## config.mk

```make
export PLATFORM = sky130hd
export DESIGN_NAME = aes_job_arbiter
export DESIGN_NICKNAME = d
export VERILOG_FILES = /design/src/rtl/aes_job_arbiter.sv
export SDC_FILE = /design/constraint.sdc
export NUM_CORES = 1
export LEC_CHECK = 0
export BUFFER_PORTS_ARGS = -buffer_cell sky130_fd_sc_hd__buf_2
export CELL_PAD_IN_SITES_DETAIL_PLACEMENT = 1
export CELL_PAD_IN_SITES_GLOBAL_PLACEMENT = 2
export CORE_AREA = 10 10 443 445
export CTS_CLUSTER_DIAMETER = 40
export CTS_CLUSTER_SIZE = 28
export DETAILED_ROUTE_END_ITERATION = 10
export DIE_AREA = 0 0 453 455
export GPL_TIMING_DRIVEN = 0
export PLACE_DENSITY_LB_ADDON = 0.3
export SLEW_MARGIN = 20
export SYNTH_ARGS = -nofsm -noshare
export SYNTH_HDL_FRONTEND = slang
export SYNTH_SLANG_ARGS = --single-unit
```

## constraint.sdc

```tcl
create_clock -name clk -period 2.1 [get_ports clk]
set_input_delay 0.42 -clock clk [delete_from_list [all_inputs] [get_ports clk]]
set_output_delay 0.42 -clock clk [all_outputs]
set_load 0.005 [all_outputs]
```

## src/rtl/aes_job_arbiter.sv

```systemverilog
// Shares one aes_core between two requesters: round-robin grant, one job in
// flight, held response until consumed, and a bounded wait for core_done.
module aes_job_arbiter #(
    parameter  int unsigned TIMEOUT = 64,
    localparam int unsigned DW      = 128
) (
    input  logic          clk,
    input  logic          reset,
    input  logic          req0_valid,
    output logic          req0_ready,
    input  logic [DW-1:0] req0_plaintext,
    input  logic [DW-1:0] req0_key,
    input  logic          req1_valid,
    output logic          req1_ready,
    input  logic [DW-1:0] req1_plaintext,
    input  logic [DW-1:0] req1_key,
    output logic          rsp0_valid,
    input  logic          rsp0_ready,
    output logic [DW-1:0] rsp0_ciphertext,
    output logic          rsp1_valid,
    input  logic          rsp1_ready,
    output logic [DW-1:0] rsp1_ciphertext,
    output logic          core_start,
    output logic [DW-1:0] core_plaintext,
    output logic [DW-1:0] core_key,
    input  logic [DW-1:0] core_ciphertext,
    input  logic          core_done,
    output logic          timeout_err
);

    localparam int unsigned   CW       = 16;
    localparam logic [CW-1:0] LAST_CNT = CW'(TIMEOUT - 1);

    typedef enum logic [1:0] {
        S_IDLE,
        S_START,
        S_WAIT,
        S_RESP
    } state_e;

    state_e        state_q;
    logic          last_q;
    logic          owner_q;
    logic          rsp0_valid_q;
    logic          rsp1_valid_q;
    logic          core_start_q;
    logic          timeout_err_q;
    logic [CW-1:0] cnt_q;
    logic [DW-1:0] pt_q;
    logic [DW-1:0] key_q;
    logic [DW-1:0] result_q;

    logic grant1_c;
    logic accept_c;
    logic rsp_fire_c;

    // Requester 1 wins alone, or under contention when 0 was served last.
    always_comb begin
        grant1_c = req1_valid;
        if (req0_valid && req1_valid) begin
            grant1_c = ~last_q;
        end
    end

    assign req0_ready = ~reset & (state_q == S_IDLE) & req0_valid & ~grant1_c;
    assign req1_ready = ~reset & (state_q == S_IDLE) & req1_valid & grant1_c;
    assign accept_c   = req0_ready | req1_ready;
    assign rsp_fire_c = (rsp0_valid_q & rsp0_ready) | (rsp1_valid_q & rsp1_ready);

    always_ff @(posedge clk) begin
        if (reset) begin
            state_q       <= S_IDLE;
            last_q        <= 1'b1;
            owner_q       <= 1'b0;
            rsp0_valid_q  <= 1'b0;
            rsp1_valid_q  <= 1'b0;
            core_start_q  <= 1'b0;
            timeout_err_q <= 1'b0;
            cnt_q         <= '0;
            pt_q          <= '0;
            key_q         <= '0;
            result_q      <= '0;
        end else begin
            core_start_q <= 1'b0;
            case (state_q)
                S_IDLE: begin
                    if (accept_c) begin
                        owner_q      <= grant1_c;
                        pt_q         <= grant1_c ? req1_plaintext : req0_plaintext;
                        key_q        <= grant1_c ? req1_key : req0_key;
                        core_start_q <= 1'b1;
                        state_q      <= S_START;
                    end
                end
                S_START: begin
                    cnt_q   <= '0;
                    state_q <= S_WAIT;
                end
                S_WAIT: begin
                    cnt_q <= cnt_q + CW'(1);
                    // Done wins over a timeout landing in the same cycle.
                    if (core_done) begin
                        result_q     <= core_ciphertext;
                        rsp0_valid_q <= ~owner_q;
                        rsp1_valid_q <= owner_q;
                        state_q      <= S_RESP;
                    end else if (cnt_q == LAST_CNT) begin
                        result_q      <= '0;
                        timeout_err_q <= 1'b1;
                        rsp0_valid_q  <= ~owner_q;
                        rsp1_valid_q  <= owner_q;
                        state_q       <= S_RESP;
                    end
                end
                S_RESP: begin
                    if (rsp_fire_c) begin
                        last_q       <= owner_q;
                        rsp0_valid_q <= 1'b0;
                        rsp1_valid_q <= 1'b0;
                        state_q      <= S_IDLE;
                    end
                end
                default: state_q <= S_IDLE;
            endcase
        end
    end

    assign rsp0_valid      = rsp0_valid_q;
    assign rsp1_valid      = rsp1_valid_q;
    assign rsp0_ciphertext = rsp0_valid_q ? result_q : '0;
    assign rsp1_ciphertext = rsp1_valid_q ? result_q : '0;
    assign core_start      = core_start_q;
    assign core_plaintext  = pt_q;
    assign core_key        = key_q;
    assign timeout_err     = timeout_err_q;

endmodule

```

## Word-level counts from Yosys, hierarchy flattened

Cells that the tools add are included.
Widths: inputs -> output; s select.

- Register bits after elaboration: 408
- Bits of input ports: 647
- Output and inout port bits: 518
- Word-level logic and storage cells: 67

- Add/subtract/negate cells: 1
- Equality and inequality tests: 7
- Muxes and demuxes: 21
- Bitwise gates (word level): 15
- Reductions and logical operators: 12

Operators by type and width:

| operator | number |
|---|---|
| $mux 128 | 6 |
| $pmux 16 s2 | 1 |
| $add 16x1->16 const B | 1 |
| $eq 16x6->1 const B | 1 |
| $reduce_and 3->1 | 3 |
| $mux 2 | 4 |
| $pmux 2 s4 | 1 |
| $and 1x1->1 | 7 |
| $mux 1 | 7 |
| $not 1->1 | 6 |
| $reduce_and 2->1 | 3 |
| $reduce_bool 2->1 | 3 |
| $eq 2x2->1 const B | 2 |
| $ne 2x2->1 const B | 2 |
| $pmux 1 s2 | 2 |
| $ne 3x3->1 const B | 1 |
| $eq 2x1->1 const B | 1 |
| $logic_not 2->1 | 1 |
| $or 1x1->1 | 2 |
| $reduce_or 2->1 | 1 |
| $logic_and 1x1->1 | 1 |

## Longest topological paths before layout

Gate-level depths: netlist (run 1).

- Depth after elaboration: 7
- Gate-level depth with buffers: 10
- Mapped depth without buffers: 7

## Worst setup path after synthesis (run 1)

No wires, ideal clock.

- Path type: input port to output port
- Start point: input port req1_valid
- End point: output port req1_ready
- Arrival time: 1.679 ns
- Data required time: 1.680 ns
- Path slack: 0.001 ns
- Stages on the path: 5
- Path buffers: 3
- Path through: a21boi_0 > clkbuf_1 > buf_2 > buf_1 > and3b_1

- Word-level cells in the longest chain between the ends: 3
- Elaborated cells on any way between the ends: 4
- Classes of those cells: mux: 1; bitwise: 2; reduce/logical: 1

Ends and longest elaborated chain:

| element | line | RTL |
|---|---|---|
| from (decl) | 13 | `input logic req1_valid,` |
| $logic_and 1x1->1 | 60 | `if (req0_valid && req1_valid) begin` |
| $mux 1 | 60 |  |
| $and 1x1->1 * | 66 | `assign req1_ready = ~reset & (state_q == S_IDLE) & req1_valid & grant1_c;` |
| to (decl) | 14 | `output logic req1_ready,` |

Mark *: on every way between the ends. The rest lies on a longest branch, timed or not.

## Worst setup path after layout (run 1)

- Start point: register rsp0_valid_q (netlist: rsp0_valid)
- End point: output port rsp0_ciphertext[98]

- Word-level cells in the longest chain between the ends: 1

Ends and longest elaborated chain:

| element | line | RTL |
|---|---|---|
| from (decl) | 44 | `logic rsp0_valid_q;` |
| from (signal assigned) | 104 | `rsp0_valid_q <= ~owner_q;` |
| from (signal assigned) | 110 | `rsp0_valid_q <= ~owner_q;` |
| $mux 128 | 130 | `assign rsp0_ciphertext = rsp0_valid_q ? result_q : '0;` |
| to (decl) | 19 | `output logic [DW-1:0] rsp0_ciphertext,` |

Every way passes these cells.

==> reports/qor.csv, run 1 <==
stage;metric;value;unit
status;status;finished with violations;
status;violations;setup timing;
critical_path;critPathMaxFanout;6;
sta;max-slew-margin-rel;37.1;%
power_and_ir_drop;swShare;32.8;%
cells_and_area;drive_above_1_share;46.2;%
critical_path;cp_data_arrival_time;1.96;ns
power_and_ir_drop;pwr-share-seq;27.3;%
grt;grt_pass1_wl;211;mm
sta;hold_violations;0;
synth;yosysTopAreaCellShare;45.1;%
synth;yosysSeqAreaShare;45.1;%
power_and_ir_drop;ir_drop;655;uV
placement;dp_cells;5500;
die;die-area;0.206;sq mm
route;wirelength;162;mm
route;drc_errors;0;
cells_and_area;layout_common_cells;buf_2 (984), dlygate4sd3_1 (586), dfxtp_1 (398), o21ai_0 (259), nand3b_1 (256);
sta;min_period_over_period;113;%
placement;hpwl;130;mm
power_and_ir_drop;power_leakage;17.8;nW
route;viasPerCell;3.58;
die;die_y;455;microns
cells_and_area;final_cells;6378;
synth;synth_flop_cell;dfxtp_1;
sta;worst_slack;-0.275;ns
clocking;clk_path_buf_depth;3;
synth;avgSynthCellArea;9.83;sq um
power_and_ir_drop;share_comb_of_total_power;27.1;%
grt;antenna_found_initial;71;
sta;setup_viol;359;
cells_and_area;syn_to_final_growth;125;%
critical_path;cp-end-kind;primary output;
sta;skew;0.0725;ns
route;num_vias;22800;
synth;synth-edff-count;0;
clocking;cts_max_level;3;
grt;grt_overflow;0;
synth;synthCells;1841;
die;initial_core_util;9.67;%
grt;grt_max_degree;18;
synth;async_flop_share;0;%
sta;period_needed;2.38;ns
die;core;0.187;sq mm
route;ant_nets;0;
sta;rsz0062_at_grt;true;
sta;timing.final.max_slew_violations;0;
cells_and_area;final_nets;4422;
worst_hold_path;hp-class;primary input to register;
clocking;tritoncts;yes;
synth;ys_types;42;
clocking;cts_sinks;408;
route;routedWlPerCell;25.5;microns
power_and_ir_drop;p_int;26.0;mW
grt;grt_pass1_vias;24900;
synth;yosysWarnings;0;
critical_path;path_class;register to primary output;
power_and_ir_drop;pwr-share-clk;45.6;%
route;drt-initial-drc-count;1081;
sta;tightest_slew;0.943;ns
die;io_pins;1165;
clocking;cts_root_buffer;clkbuf_16;
critical_path;cp-start-kind;register;
critical_path;cp_data_required_time;1.68;ns
clocking;cts_buffers;108;
cells_and_area;final_common_cell;buf_2;
clocking;clock_latency;0.75;ns
power_and_ir_drop;p_sw;12.7;mW
die;die_w;453;microns
grt;grt_usage;14.7;%
placement;gp_congestion;0.913;
synth;yosysTopAreaCell;dfxtp_1;
cells_and_area;nFillCells;21700;
job;max_cap_viol_count;0;
route;firstDrtPassIters;5;
sta;max_freq;0.421;GHz
die;rows;159;
sta;hold_ws;0.0410;ns
placement;portBuffers;1164;
synth;yosys-top-cells-area;dfxtp_1 (45%), mux2i_1 (14%), nand3b_1 (11%);
synth;synthesis.nets;2492;
cells_and_area;finish.utilization;21.7;%
power_and_ir_drop;powerDensity;952;mW/mm^2
synth;netlist_area;0.0181;sq mm
clocking;clk_pin_slew;0.05;ns
synth;ys_ff_latch;408;
sta;tns;-42.20;ns
placement;dpl_worst_slack;-1.82;ns
## worst max-delay path, cell delays in order (launching register included)
cell and delay, ns:
dfxtp_4 0.39, buf_12 0.14, clkbuf_16 0.19, clkbuf_16 0.16
and2_4 0.18, buf_6 0.11
## routing by layer
layer | vias to the layer above | track usage (%) | share of wire, %
met5 | - | 0 | 0.067
met3 | 279 | 4.12 | 6.2
met4 | 16 | 4.52 | 3.2
met1 | 11100 | 14.7 | 35
li1 | 10500 | - | -
met2 | 912 | 28.8 | 55
## final timing paths
path	cells past startpoint	from	slack, ns	end
worst max-delay path	5	rsp0_valid	-0.28	rsp0_ciphertext[98]
worst min-delay path	3	req0_key[98]	0.04	core_key[98]
worst max register to register	6	cnt_q[7]	-0.13	result_q[92]
worst min register to register	2	core_plaintext[71]	0.48	core_plaintext[71]
## cell families (layout without fill, tap and decap cells)
family | after synthesis | count (layout) | share of synthesized area [%]
AOI/OAI and AO/OA | 405 | 405 | 14.1
buffers and inverters | 182 | 2206 | 4.28
adders and majority gates | 4 | 4 | 0.276
DFF | 408 | 408 | 45.1
other | 0 | 18 | 0
xor gates and xnor gates | 13 | 13 | 0.629
muxes | 259 | 259 | 14.3
and+or+nand+nor | 570 | 570 | 21.2
## what timing repair did
item                                    4_1_cts  5_1_grt
setup buffers                                21       22
resized for setup                           584      236
endpoints found under the setup margin      650      481
hold endpoints to repair                    374        1
pin swaps                                     3       23
hold buffers                                585        1
cloned                                       22       15
## area by class of cell
class	count	area, sq um	area share, %
Clock buffer	134	2920	7.19
Timing Repair Buffer	1827	14000	34.5
Tap cell	2495	3120	7.68
Inverter	9	33.8	0.0831
Multi-Input combinational cell	1251	9780	24.1
Antenna cell	18	45.0	0.111
Buffer	166	1600	3.94
Clock inverter	70	942	2.32
Sequential cell	408	8190	20.1
## stage by stage
stage                     area [sq um]  total power, mW
after global placement           27000             18.5
after CTS                        39400             39.0
after floorplan                  18100             13.3
after global routing             40600             40.6
final                            40600             38.7
after detailed placement         27100             18.5
## Yosys cell counts (2+ instances only)
library cell	count
dfxtp_1	408
o21ai_0	260
mux2i_1	259
and2_1	256
nand3b_1	256
clkbuf_1	135
a22o_1	129
nor2_1	18
buf_1	17
buf_2	10
buf_6	10
inv_1	9
xnor2_1	8
nor4_1	7
a21oi_1	6
nand4_1	6
xor2_1	5
ha_1	4
nand2_1	4
nand3_1	4
nand2b_1	3
nor3_1	3
or3_1	3
a21boi_0	2
or4_4	2
## power groups by stage
stage | registers, mW | clock network, mW | logic (mW)
floorplan | 10.5 | 0 | 2.78
global placement | 10.6 | 0 | 7.91
detailed placement | 10.6 | 0 | 7.92
CTS | 10.5 | 18.2 | 10.3
global route | 10.8 | 18.5 | 11.3
finish | 10.6 | 17.6 | 10.5
## registers in the layout (all words and copies together) (netlist names)
| register | flops |
|---|---|
| cnt_q | 16 |
| core_start | 1 |
| last_q | 1 |
| timeout_err | 1 |
| rsp0_valid | 1 |
| core_key | 128 |
| rsp1_valid | 1 |
| result_q | 128 |
| state_q | 2 |
| owner_q | 1 |
| core_plaintext | 128 |
(Power assumes the default switching activity.)
==> run 2, diff against run 1 <==
Settings changed: CTS_BUF_LIST set to sky130_fd_sc_hd__clkbuf_8 sky130_fd_sc_hd__clkbuf_16.
==> run 2 against run 1 <==
  * The run still ends with setup timing left
  * Flip-flop and latch count did not move
  * Maximum frequency barely moved
  * Critical path depth did not move
  * Core utilization barely moved
  * Non-clock buffer count did not move
  * Critical endpoint unchanged
==> reports/qor.csv, run 2 (synthesis gave the netlist of run 1 again) <==
stage;metric;value;unit
status;status;finished with violations;
status;violations;setup timing;
route;ant_nets;0;
sta;hold_violations;0;
clocking;clk_pin_slew;0.05;ns
die;initial_core_util;9.67;%
clocking;tritoncts;yes;
power_and_ir_drop;powerDensity;950;mW/mm^2
worst_hold_path;hp-start;req0_key[98];
clocking;clock_latency;0.75;ns
placement;gp_congestion;0.913;
clocking;cts_sinks;408;
grt;grt_usage;14.7;%
critical_path;cp_data_required_time;1.68;ns
power_and_ir_drop;p_total;38.6;mW
placement;portBuffers;1164;
cells_and_area;layout_common_cells;buf_2 (984), dlygate4sd3_1 (586), dfxtp_1 (398), o21ai_0 (259), nand3b_1 (256);
die;die-area;0.206;sq mm
clocking;cts_buffers;108;
job;max_cap_viol_count;0;
grt;grt_max_degree;18;
worst_hold_path;hp-class;primary input to register;
critical_path;cp_data_arrival_time;1.95;ns
critical_path;cp-start-kind;register;
clocking;cts_max_level;3;
critical_path;path_class;register to primary output;
clocking;cts_root_buffer;clkbuf_16;
critical_path;r2r_slack;-0.14;ns
sta;skew;0.0732;ns
cells_and_area;final_nets;4422;
route;drt-initial-drc-count;1053;
die;rows;159;
sta;rsz0062_at_grt;true;
sta;timing.final.max_slew_violations;0;
critical_path;cp-end-kind;primary output;
route;num_vias;22800;
die;core;0.187;sq mm
route;wirelength;163;mm
sta;tns;-42.04;ns
cells_and_area;syn_to_final_growth;125;%
clocking;clk_path_buf_depth;3;
sta;max-slew-margin-rel;39.0;%
critical_path;critPathMaxFanout;6;
cells_and_area;final_common_cell;buf_2;
grt;grt_pass1_wl;211;mm
die;die_w;453;microns
grt;antenna_found_initial;71;
cells_and_area;finish.utilization;21.7;%
sta;min_period_over_period;113;%
critical_path;rr_startpoint;state_q[0];
sta;period_needed;2.37;ns
die;die_y;455;microns
cells_and_area;drive_above_1_share;46.2;%
route;viasPerCell;3.57;
placement;hpwl;130;mm
cells_and_area;final_cells;6382;
power_and_ir_drop;ir_drop;655;uV
route;firstDrtPassIters;5;
grt;grt_overflow;0;
sta;max_freq;0.421;GHz
route;drc_errors;0;
critical_path;critPathLaunch;rsp0_valid;
grt;grt_pass1_vias;24900;
placement;dp_cells;5500;
route;routedWlPerCell;25.5;microns
sta;tightest_slew;0.916;ns
die;io_pins;1165;
sta;setup_viol;357;
power_and_ir_drop;power_leakage;17.8;nW
sta;worst_slack;-0.274;ns
-- run 2: area by class of cell --
cell class	instances	area, sq um
Fill cell	21700	147000
Timing Repair Buffer	1827	14000
Multi-Input combinational cell	1251	9780
Sequential cell	408	8190
Tap cell	2495	3120
Clock buffer	120	2870
Buffer	166	1600
Clock inverter	84	995
Antenna cell	22	55.1
Inverter	9	33.8
-- run 2: path summary, 6_finish.rpt --
kind,end,depth (start not counted)
hold / removal,core_key[98],3
setup / recovery,rsp0_ciphertext[98],5
hold reg to reg,core_plaintext[71],2
setup reg to reg,core_plaintext[118],10
-- run 2: critical path, cell delays in order, from the launching register on --
cell       delay, ns
dfxtp_4         0.39
buf_12          0.14
clkbuf_16       0.19
clkbuf_16       0.16
and2_4          0.18
buf_6           0.11
-- run 2: timing repair --
| action | 4_1_cts | 5_1_grt |
|---|---|---|
| endpoints found under the hold margin | 374 | 1 |
| pin swaps | 3 | 23 |
| setup endpoints to repair | 650 | 480 |
| hold buffers | 585 | 1 |
| setup buffers | 21 | 22 |
| cloned | 22 | 15 |
| resized for setup | 584 | 236 |
-- run 2: per-stage QoR --
stage	hold WS [ns]	instance area (sq um)	setup WS [ns]
after global placement	0.464	27000	-2.20
after floorplan	0.455	18100	0.00106
after CTS	0.000428	39400	-0.413
after detailed placement	0.469	27100	-1.82
final	0.0416	40700	-0.274
after global routing	0.0103	40600	-0.386
-- run 2: per-layer routing --
metal	GRT usage (%)	share of wire [%]	vias to the layer above
li1	-	-	10500
met5	0	0.067	-
met2	28.8	55	911
met3	4.12	6.1	281
met4	4.52	3.2	16
met1	14.7	35	11100
-- run 2: power by group --
group | internal [mW] | switching, mW | leakage, nW
Clock | 11.7 | 5.89 | 1.90
Sequential | 9.46 | 1.11 | 3.35
Combinational | 4.78 | 5.70 | 12.6
Total | 25.9 | 12.7 | 17.8
==> run 3, diff against run 2 <==
Settings changed: CORE_AREA 10 10 443 445 to 2 2 448 450, DIE_AREA 0 0 453 455 to 0 0 450 452, PLACE_DENSITY set to 0.51, PLACE_DENSITY_LB_ADDON 0.3 to unset, REMOVE_ABC_BUFFERS set to 1.
==> run 3 against run 2 <==
  * The flow still finishes with violations (setup timing)
  * Clock-buffer cell count is 6 higher
  * Global-route usage is 2.5 points lower
  * Worst setup slack worse by 0.14 ns
  * First-iteration DRC count is 12% lower
  * Non-clock buffer count is 12 lower
  * Sequential share of layout area is 1.1 points lower
  * Critical endpoint is now result_q[96]
  * Largest power group unchanged
  * Highest routed layer unchanged
==> reports/qor.csv, run 3 (synthesis gave the netlist of run 1 again) <==
stage;metric;value;unit
critical_path;critPathMaxFanout;6;
placement;hpwl;86.8;mm
clocking;clock_latency;0.74;ns
cells_and_area;final_nets;4415;
clocking;tritoncts;yes;
critical_path;path_common_cell;buf_16;
die;core;0.199;sq mm
clocking;cts_root_buffer;clkbuf_16;
cells_and_area;drive_above_1_share;48.3;%
clocking;clk_pin_slew;0.05;ns
critical_path;path_class;register to register;
clocking;cts_max_level;3;
critical_path;cp-start-kind;register;
job;max_cap_viol_count;0;
placement;gp_congestion;0.830;
sta;setup_viol;513;
sta;period_needed;2.52;ns
critical_path;cp-end-kind;register;
cells_and_area;final_common_cell;buf_2;
die;io_pins;1165;
die;die_w;450;microns
route;ant_nets;0;
grt;grt_pass1_vias;23900;
route;viasPerCell;3.47;
cells_and_area;syn_to_final_growth;138;%
sta;rsz0062_at_grt;true;
sta;max_freq;0.398;GHz
power_and_ir_drop;ir_drop;668;uV
route;routedWlPerCell;21.2;microns
critical_path;cp_data_required_time;2.67;ns
worst_hold_path;hp-class;primary input to register;
critical_path;cp_cell_sequence;or4_4 > o41ai_4 > a21oi_4 > buf_16 > buf_12 > buf_16 > buf_16 > buf_16 > a22o_1;
grt;grt_max_degree;127;
clocking;clk_path_buf_depth;3;
grt;grt_pass1_wl;178;mm
grt;grt_usage;12.2;%
die;die_y;452;microns
clocking;cts_sinks;408;
critical_path;cp_data_arrival_time;3.09;ns
placement;dp_cells;5540;
route;num_vias;22700;
sta;timing.final.max_slew_violations;0;
route;firstDrtPassIters;7;
sta;hold_violations;0;
status;violations;setup timing;
cells_and_area;layout_common_cells;buf_2 (929), dlygate4sd3_1 (597), dfxtp_1 (399), buf_6 (263), nand3b_1 (256);
sta;max-slew-margin-rel;60.5;%
critical_path;cpPeakStageDelay;0.53;ns
sta;skew;0.0566;ns
sta;hold_ws;0.0682;ns
placement;portBuffers;1164;
clocking;cts_buffers;111;
power_and_ir_drop;powerDensity;955;mW/mm^2
power_and_ir_drop;power_leakage;18.8;nW
sta;worst_slack;-0.415;ns
route;wirelength;138;mm
die;initial_core_util;9.11;%
critical_path;critPathSlowestCell;or4_4;
cells_and_area;final_cells;6539;
route;drc_errors;0;
status;status;finished with violations;
sta;tightest_slew;0.593;ns
route;drt-initial-drc-count;928;
die;rows;164;
die;die-area;0.203;sq mm
grt;antenna_found_initial;39;
sta;min_period_over_period;120;%
grt;grt_overflow;0;
==> run 3: cell types whose count changed in the layout (fill, tap and decap cells not counted), sizes merged, moves of 2 or more <==
| cell | change |
|---|---|
| bufinv | +8 |
| or2 | +2 |
| bufbuf | +8 |
| inv | -4 |
| buf | +72 |
| dlygate4sd3 | +11 |
| clkbuf | -97 |
| clkinvlp | -4 |
==> run 3: critical path, delay by kind of cell, from the launching register on <==
kind	cells	cell delay, ns
DFF	1	0.34
buffers and inverters	5	0.72
AOI/OAI and AO/OA	3	0.73
and+or+nand+nor	1	0.53
==> run 3: path summary, 6_finish.rpt <==
kind,endpoint,slack [ns],depth (start not counted),startpoint
max,result_q[96],-0.42,9,cnt_q[12]
min,core_plaintext[40],0.07,3,req0_plaintext[40]
min reg2reg,timeout_err,0.47,2,timeout_err
max reg2reg,result_q[96],-0.42,9,cnt_q[12]
==> run 3: stage by stage <==
step | area [sq um] | power, mW | utilization, % | setup TNS (ns) | setup slack [ns]
finish | 43100 | 41.2 | 21.7 | -75.55 | -0.415
global route | 43100 | 43.1 | 21.7 | -119.43 | -0.485
CTS | 40400 | 40.3 | 20.3 | -101.07 | -0.428
detailed placement | 27700 | 17.6 | 13.9 | -314.53 | -1.68
global placement | 26500 | 15.6 | 13.3 | - | -45.72
floorplan | 17400 | 13.7 | - | -7643.71 | -27.18
==> run 3: routing by layer <==
layer / share of wire [%] / vias to the layer above / GRT usage (%)
met1: 36 / 11000 / 12.4
met3: 6.3 / 293 / 3.71
met2: 53 / 904 / 22.1
met4: 5.1 / 6 / 6.81
li1: - / 10500 / -
met5: 0.032 / - / 0
==> run 3: layout make-up <==
class,count,area [sq um]
flip-flops and latches,408,8190
multi-input cells,1253,9960
clock inverters,85,1210
well taps,2656,3320
fillers,22900,156000
repair buffers,1981,17400
diodes,21,52.6
inverters,9,38.8
clock buffers,126,2980
==> run 3: timing repair <==
action / CTS / global route
pin swaps: 54 / 16
endpoints found under the hold margin: 375 / 0
gates resized for setup: 237 / 511
setup endpoints to repair: 571 / 560
hold buffers: 597 / 0
buffers inserted: 70 / 41
gates cloned: 43 / 39
==> run 3: power by group <==
| group | switching, mW | internal (mW) |
|---|---|---|
| logic | 5.71 | 6.03 |
| registers | 1.04 | 9.46 |
| clock network | 5.94 | 13.0 |
